[src/rtl/if_fetch.sv]
`default_nettype none
// ============================================================================
// Module   : if_fetch
// Purpose  : Instruction-fetch stage. Holds the fetch PC, issues one word
//            request at a time to instruction memory (req/gnt/rvalid), buffers
//            tagged responses in a small queue and presents
//            {instruction, pc, pc+4} with a valid flag to the IF/ID register.
// Ports    : clk, rst (sync, active-high)
//            en                     - IF/ID enable, head consumed on valid&&en
//            redirect, redirect_pc  - flush queue and refetch from new PC
//            imem_req, imem_addr    - memory request
//            imem_gnt               - request accepted
//            imem_rvalid, imem_rdata- in-order memory response
//            valid_out, ins_out, pc_out, pc_plus4_out - head entry
// Options  : IF_FETCH_BYPASS_EN - when defined, a response arriving with an
//            empty queue is forwarded combinationally to the outputs.
// Revision : 1.0 - initial release
// ============================================================================
module if_fetch #(
    parameter int                  DATA_LENGTH = 32,
    parameter int                  PC_WIDTH    = 32,
    parameter logic [PC_WIDTH-1:0] RESET_PC    = '0,
    parameter int                  FIFO_DEPTH  = 2
) (
    input  logic                   clk,
    input  logic                   rst,
    input  logic                   en,
    input  logic                   redirect,
    input  logic [PC_WIDTH-1:0]    redirect_pc,
    output logic                   imem_req,
    output logic [PC_WIDTH-1:0]    imem_addr,
    input  logic                   imem_gnt,
    input  logic                   imem_rvalid,
    input  logic [DATA_LENGTH-1:0] imem_rdata,
    output logic                   valid_out,
    output logic [DATA_LENGTH-1:0] ins_out,
    output logic [PC_WIDTH-1:0]    pc_out,
    output logic [PC_WIDTH-1:0]    pc_plus4_out
);

    localparam int PW = $clog2(FIFO_DEPTH);
    localparam int CW = PW + 1;
    localparam logic [DATA_LENGTH-1:0] c_NOP     = DATA_LENGTH'(32'h0000_0013);
    localparam logic [PC_WIDTH-1:0]    c_PC_STEP = PC_WIDTH'(4);
    localparam logic [CW:0]            c_DEPTH   = (CW+1)'(FIFO_DEPTH);

    logic [PC_WIDTH-1:0]    r_fetch_pc;
    logic [PC_WIDTH-1:0]    r_tag;          // PC of the outstanding request
    logic                   r_outstanding;
    logic                   r_drop;         // stale response still to come
    logic [DATA_LENGTH-1:0] r_q_ins [FIFO_DEPTH];
    logic [PC_WIDTH-1:0]    r_q_pc  [FIFO_DEPTH];
    logic [CW-1:0]          r_count;
    logic [PW-1:0]          r_rd_ptr;
    logic [PW-1:0]          r_wr_ptr;

    logic                   w_resp;
    logic                   w_resp_live;
    logic                   w_q_empty;
    logic                   w_bypass;
    logic                   w_valid;
    logic                   w_pop;
    logic                   w_q_pop;
    logic                   w_push;
    logic [CW:0]            w_occ;
    logic                   w_issue;
    logic                   w_gnt;
    logic [DATA_LENGTH-1:0] w_head_ins;
    logic [PC_WIDTH-1:0]    w_head_pc;
    logic                   w_unused_rpc;

    // Low address bits of the redirect target are never used.
    assign w_unused_rpc = ^redirect_pc[1:0];

    // A response only counts when a request is actually outstanding; anything
    // arriving after a reset is ignored.
    assign w_resp      = imem_rvalid && r_outstanding;
    assign w_resp_live = w_resp && !r_drop && !redirect;
    assign w_q_empty   = (r_count == '0);

`ifdef IF_FETCH_BYPASS_EN
    assign w_bypass = w_resp_live && w_q_empty;
`else
    assign w_bypass = 1'b0;
`endif

    assign w_valid = !w_q_empty || w_bypass;
    assign w_pop   = w_valid && en;
    assign w_q_pop = w_pop && !w_q_empty && !redirect;
    // A bypassed response that is consumed immediately never enters the queue.
    assign w_push  = w_resp_live && !(w_bypass && en);

    // Slots committed after this cycle: stored entries plus the in-flight
    // request, less the entry leaving now. A new request needs a free slot.
    assign w_occ   = {1'b0, r_count} + (CW+1)'(r_outstanding) - (CW+1)'(w_pop);
    assign w_issue = !rst && !redirect && !r_drop
                     && (!r_outstanding || imem_rvalid)
                     && (w_occ < c_DEPTH);
    assign w_gnt   = w_issue && imem_gnt;

    assign imem_req  = w_issue;
    assign imem_addr = r_fetch_pc;

    assign w_head_ins = w_q_empty ? imem_rdata : r_q_ins[r_rd_ptr];
    assign w_head_pc  = w_q_empty ? r_tag      : r_q_pc[r_rd_ptr];

    assign valid_out    = w_valid;
    assign ins_out      = w_valid ? w_head_ins : c_NOP;
    assign pc_out       = w_valid ? w_head_pc : '0;
    assign pc_plus4_out = w_valid ? (w_head_pc + c_PC_STEP) : '0;

    always_ff @(posedge clk) begin
        if (rst) begin
            r_fetch_pc    <= RESET_PC;
            r_tag         <= '0;
            r_outstanding <= 1'b0;
            r_drop        <= 1'b0;
            r_count       <= '0;
            r_rd_ptr      <= '0;
            r_wr_ptr      <= '0;
        end else begin
            // Grant and redirect are exclusive: req is held low on redirect.
            if (w_gnt) begin
                r_outstanding <= 1'b1;
                r_tag         <= r_fetch_pc;
                r_fetch_pc    <= r_fetch_pc + c_PC_STEP;
            end else if (w_resp) begin
                r_outstanding <= 1'b0;
            end

            if (redirect) begin
                r_fetch_pc <= {redirect_pc[PC_WIDTH-1:2], 2'b00};
                r_drop     <= r_outstanding && !imem_rvalid;
                r_count    <= '0;
                r_rd_ptr   <= '0;
                r_wr_ptr   <= '0;
            end else begin
                if (w_resp && r_drop) begin
                    r_drop <= 1'b0;
                end
                if (w_push) begin
                    r_wr_ptr <= r_wr_ptr + PW'(1);
                end
                if (w_q_pop) begin
                    r_rd_ptr <= r_rd_ptr + PW'(1);
                end
                r_count <= r_count + CW'(w_push) - CW'(w_q_pop);
            end
        end
    end

    // Queue storage carries no reset; validity is tracked by r_count.
    always_ff @(posedge clk) begin
        if (w_push && !rst) begin
            r_q_ins[r_wr_ptr] <= imem_rdata;
            r_q_pc[r_wr_ptr]  <= r_tag;
        end
    end

endmodule
`default_nettype wire

[config.mk]
export PLATFORM = sky130hd
export DESIGN_NAME = if_fetch
export DESIGN_NICKNAME = d
export VERILOG_FILES = /design/src/rtl/if_fetch.sv
export SDC_FILE = /design/constraint.sdc
export NUM_CORES = 1
export LEC_CHECK = 0
export ABC_AREA = 1
export CAP_MARGIN = 20
export CORE_MARGIN = 2
export CORE_UTILIZATION = 45
export DETAILED_ROUTE_END_ITERATION = 16
export PLACE_DENSITY = 0.72
export SYNTH_ARGS = -nofsm -noshare
export SYNTH_HDL_FRONTEND = slang
export SYNTH_SLANG_ARGS = --single-unit
[constraint.sdc]
create_clock -name clk -period 7.8 [get_ports clk]
set_input_delay 1.17 -clock clk [delete_from_list [all_inputs] [get_ports clk]]
set_output_delay 1.17 -clock clk [all_outputs]
set_load 0.02 [all_outputs]
== After elaboration in Yosys (flattened, before gate mapping) ==
Memory sizes are Yosys's and may differ from the RTL's. A register that Yosys moved wholly into a read port is not among the register bits.
Index checks and enable logic that the tools add are counted.
W data, S select, Z words.

* Flip-flop bits (word level): 70
* Bits in latches: 0
* Memory bits (writable): 128
* Bits in read-only memories: 0
* Input bits: 70
* Logic and storage cells: 61
* Memories: 2

* Add/sub/neg operators: 8
* Multipliers: 0
* Divide/modulo/power cells: 0
* Magnitude comparators: 1
* Equality and inequality tests: 0
* Shift operators: 0
* Muxes and demuxes: 16
* Bitwise logic cells: 0
* Reductions and logical operators: 26

{| class="wikitable"
|+ Memories
! memory !! words !! width !! rd ports !! clocked after memory_dff !! write ports !! RTL line !! text
|-
| r_q_ins || 2 || 32 || 1 || 1 || 1 || 51 || <nowiki>logic [DATA_LENGTH-1:0] r_q_ins [FIFO_DEPTH];</nowiki>
|-
| r_q_pc || 2 || 32 || 1 || 1 || 1 || 52 || <nowiki>logic [PC_WIDTH-1:0] r_q_pc [FIFO_DEPTH];</nowiki>
|}

{| class="wikitable"
|+ Operators by type and width
! operator !! count
|-
| $mux W32 || 6
|-
| $add A32 B3 Y32 const B || 2
|-
| $logic_and A1 B1 Y1 || 14
|-
| $mux W1 || 10
|-
| $logic_not A1 Y1 || 6
|-
| $reduce_bool A2 Y1 || 3
|-
| $add A2 B1 Y3 || 1
|-
| $lt A3 B2 Y1 const B || 1
|-
| $sub A3 B1 Y3 || 1
|-
| $add A1 B1 Y1 const B || 2
|-
| $add A2 B1 Y2 || 1
|-
| $logic_not A2 Y1 || 1
|-
| $reduce_or A2 Y1 || 1
|-
| $sub A2 B1 Y2 || 1
|-
| $logic_or A1 B1 Y1 || 1
|}

== Depth between registers and ports, before layout ==
* Depth in word-level cells: 9
* Gate-level depth with buffers: 20
* Depth with buffers taken out: 18

== Least setup slack after synthesis ==
Ideal clock, no wire load.

* Path type: input to register
* Start point: in redirect
* End point: mem r_q_ins[0][0] (enable)
* Setup time: 558 ps
* Arrival: 5,583 ps
* Data required time: 7,242 ps
* Setup slack: 1,658 ps
* Stages: 3
* Path buffers: 0
* Cell sequence: nor2_1 nand2_1 nor3_1

* Cells in the longest elaborated chain, start to end: 5

{| class="wikitable"
|+ Ends and longest elaborated chain
! item !! RTL line !! text
|-
| from (decl) || 28 || <nowiki>input logic redirect,</nowiki>
|-
| $logic_not A1 Y1 || 78 || <nowiki>assign w_resp_live = w_resp && !r_drop && !redirect;</nowiki>
|-
| $logic_and A1 B1 Y1 || 78 ||
|-
| $logic_and A1 B1 Y1 || 154 || <nowiki>if (w_push && !rst) begin</nowiki>
|-
| $mux W1 || 154 ||
|-
| $mux W1 (not written as such) || 155 || <nowiki>r_q_ins[r_wr_ptr] <= imem_rdata;</nowiki>
|-
| to (decl) || 51 ||
|}

No other way between the ends.

==> impl_metrics.env <==
export IMPL_run_status="finished, final reports clean"
export IMPL_number_of_enable_type_register_cells_in_the_synthesized_netlist=124
export IMPL_cts_tree="yes"
export IMPL_core_um2=21100
export IMPL_timing_max_cap_violations=0
export IMPL_cpMaxStageDelayCell="sky130_fd_sc_hd__dfxtp_2"
export IMPL_path_delay_family="buffers and inverters"
export IMPL_ys_seq_elements=191
export IMPL_post_cts_hold_buffer_count=0
export IMPL_first_pass_grt_wire_length_um=38300
export IMPL_drive_above_1_share=0.0696
export IMPL_hold_viol_final=0
export IMPL_syn_to_final_growth_pct=26.8
export IMPL_tritoncts_num_buffers=17
export IMPL_ys_dominant_reg_cell="sky130_fd_sc_hd__edfxtp_1"
export IMPL_post_place_ws_ps=2970
export IMPL_relSlewSlack=0.401
export IMPL_cts_repair_resize_count=0
export IMPL_initial_core_util=0.460
export IMPL_critical_path_arrival_ps=3970
export IMPL_cp_cell_sequence="inv_4 -> nand2_1 -> nand3_1 -> nand2_1 -> ha_1 -> inv_1 -> nor2_2 -> nand2_2 -> nor2_2 -> nand2_1 -> o21ai_1 -> clkdlybuf4s50_1"
export IMPL_ys_seq_area_frac=0.522
export IMPL_worst_hold_path_type="register to register"
export IMPL_port_buffer_count=191
export IMPL_dp_hpwl_um=17300
export IMPL_drt_pass1_iterations=5
export IMPL_period_minus_slack_ps=5140
export IMPL_diodes=0
export IMPL_cts_setup_buffers=0
export IMPL_max_freq_mhz=195
export IMPL_drt_first_iter_violations=513
export IMPL_netlist_instances=1199
export IMPL_yosys_cell_types_count=45
export IMPL_grt_util_met2=0.341
export IMPL_synth_largest_type_area_fraction=0.384
export IMPL_stdcell_count=1654
export IMPL_rsz_0062_raised_after_global_routing="no"
export IMPL_clk_path_buf_depth=2
export IMPL_clockRootBuffer="sky130_fd_sc_hd__clkbuf_16"
export IMPL_h_tree_depth=4
export IMPL_hold_start="r_tag[31]$_SDFFE_PP0P_"
export IMPL_synth_most_common_cell="sky130_fd_sc_hd__nand2_1"
export IMPL_number_of_antenna_violations_at_the_first_check_in_global_routing=0
export IMPL_worstSkewPairLatency_ps=430
export IMPL_r2r_start="r_count[1]$_SDFF_PP0_"
export IMPL_r2r_cells=15
export IMPL_r2r_setup_slack_ps=3720
export IMPL_setup_viol_count_final=0
export IMPL_post_route_period_util=0.659
export IMPL_worst_path_most_repeated_cell="sky130_fd_sc_hd__nand2_1"
export IMPL_asyncSetResetFlopFracSynth=0
export IMPL_fin_setup_tns_ps=0
export IMPL_r2r_end="r_tag[27]$_SDFFE_PP0P_"
export IMPL_setup_ws_ps=2660
export IMPL_timing_max_transition_violations_final=0
export IMPL_numPlacedInstances=1622
export IMPL_final_core_utilization=0.584
export IMPL_max_vdd_ir_drop_mv=0.132
export IMPL_fp_row_count=53
export IMPL_synth_commonest_cells="sky130_fd_sc_hd__nand2_1, sky130_fd_sc_hd__inv_1, sky130_fd_sc_hd__edfxtp_1"
export IMPL_route_antenna_remaining_nets=0
export IMPL_grt_overflow_total=0
export IMPL_global_route_usage_met3=0.0452
export IMPL_via_count_of_the_first_global_routing_pass=7604
export IMPL_via_count=8236
export IMPL_nFillCells=1850
export IMPL_die_h_um=151
export IMPL_design_portCount=200
export IMPL_power_leakage_uw=0.00509
export IMPL_synthesis_area_per_instance_um2=8.09
export IMPL_clkTransAtPathRegs_ps=70
export IMPL_synth_top_cells_by_area="sky130_fd_sc_hd__edfxtp_1, sky130_fd_sc_hd__nand2_1, sky130_fd_sc_hd__dfxtp_1"
export IMPL_floorplan_die_width_um=151
export IMPL_synth_area_um2=9700
export IMPL_max_slew_worst_pin_slew_ps=897
export IMPL_critical_path_launch_point_type="register"
export IMPL_largest_net_degree_at_the_start_of_global_routing=80
export IMPL_area_of_the_die_um2=22800
export IMPL_finalHoldWorstSlack_ps=478
export IMPL_setup_worst_path_end_class="output pin"
export IMPL_power_per_cell_area_nw_per_um2=175
export IMPL_worstHoldPathCells=0
export IMPL_worst_ep_required_time_ps=6630
export IMPL_worst_path_largest_cell_delay_ps=830
export IMPL_drc_errors=0
export IMPL_mean_routed_wirelength_per_cell_um=14.9
export IMPL_top_usage_layer_grt="met2"
export IMPL_worstPathBufferInverterCount=3
export IMPL_number_of_nets_in_the_final_layout=1442
export IMPL_synth_top_area_cell="sky130_fd_sc_hd__edfxtp_1"
export IMPL_cp_max_fo=62
export IMPL_gr_usage_met1=0.294
export IMPL_synth_warnings=0
export IMPL_route_final_wire_length_um=24600
export IMPL_criticalPathCategory="register to output pin"
export IMPL_min_to="r_q_pc[0][31]$_DFFE_PP_"
export IMPL_clkSinkCount=191
export IMPL_gp_congestion=0.955
export IMPL_skew_ps=7.54
export IMPL_detail_routed_via_count_per_cell=4.98
export IMPL_grt_util_all_layers=0.217
-- cells by family (layout without fill, tap and decap cells) --
group / count (synthesis) / in the layout / synth area share
and+or+nand+nor: 600 / 600 / 0.268
buffers and inverters: 228 / 403 / 0.102
DFF: 191 / 191 / 0.522
AOI/OAI and AO/OA: 158 / 158 / 0.0860
xor gates and xnor gates: 15 / 15 / 0.0135
adders and majority gates: 6 / 6 / 0.00851
other: 1 / 6 / 0.000386
-- where the power goes --
part	leakage, uW	internal [uW]	switching [uW]
Combinational	0.00306	71.7	83.5
Clock	0.000294	484	393
Sequential	0.00173	1090	24.6
Total	0.00509	1650	501
-- cell type report --
class                      instances  area [um^2]  share of cell area
clock buffer                      17          425              0.0346
multi-input combinational        785         3680               0.299
sequential                       191         5070               0.412
inverter                         175          666              0.0541
clock inverter                    15          174              0.0141
tap                              275          344              0.0280
timing repair buffer             196         1950               0.158
-- metal layers --
metal,wire length (um),vias to the layer above
met4,697,0
li1,-,4160
met2,10800,342
met5,0,-
met1,11000,3689
met3,2150,45
-- worst max-delay path by stage --
stage | end | slack, ps | cells after the start
6_report | pc_plus4_out[28] | 2660 | 12
5_1_grt | pc_plus4_out[14] | 2440 | 12
4_1_cts | pc_plus4_out[28] | 2660 | 12
3_5_place_dp | imem_req | 2970 | 9
3_3_place_gp | imem_req | 2990 | 9
2_1_floorplan | r_q_ins[0][0]$_DFFE_PP_ | 1660 | 3
-- registers in the layout, indices dropped and copies added, names as in the netlist, named ones only --
register,cells
r_tag,30
r_q_ins,64
r_count,2
imem_addr,30
r_wr_ptr,1
r_drop,1
r_rd_ptr,1
r_q_pc,60
r_outstanding,1
-- cell usage in the layout, fill, tap and decap left out, types with 5 or more instances in the layout --
master                            count
sky130_fd_sc_hd__a21oi_1             81
sky130_fd_sc_hd__a31oi_1              7
sky130_fd_sc_hd__buf_4                5
sky130_fd_sc_hd__clkbuf_16           17
sky130_fd_sc_hd__clkdlybuf4s50_1    191
sky130_fd_sc_hd__conb_1               6
sky130_fd_sc_hd__dfxtp_1             66
sky130_fd_sc_hd__edfxtp_1           124
sky130_fd_sc_hd__ha_1                 5
sky130_fd_sc_hd__inv_1              166
sky130_fd_sc_hd__inv_2                6
sky130_fd_sc_hd__nand2_1            371
sky130_fd_sc_hd__nand2_2             17
sky130_fd_sc_hd__nand3_1             72
sky130_fd_sc_hd__nand3_2             10
sky130_fd_sc_hd__nand4_1             10
sky130_fd_sc_hd__nor2_1              81
sky130_fd_sc_hd__nor2_2               9
sky130_fd_sc_hd__nor2_4               6
sky130_fd_sc_hd__nor3_1              11
sky130_fd_sc_hd__o211ai_1             6
sky130_fd_sc_hd__o21ai_0             50
sky130_fd_sc_hd__o21ai_1              7
sky130_fd_sc_hd__xor2_1              13
-- metrics by stage --
stage	power [uW]	instance area [um^2]
after floorplan	1220	9720
after global routing	2230	12300
after CTS	2160	12300
final	2150	12300
after detailed placement	1290	11700
after global placement	1290	11700
No activity file was read; power rests on OpenSTA's default activity.
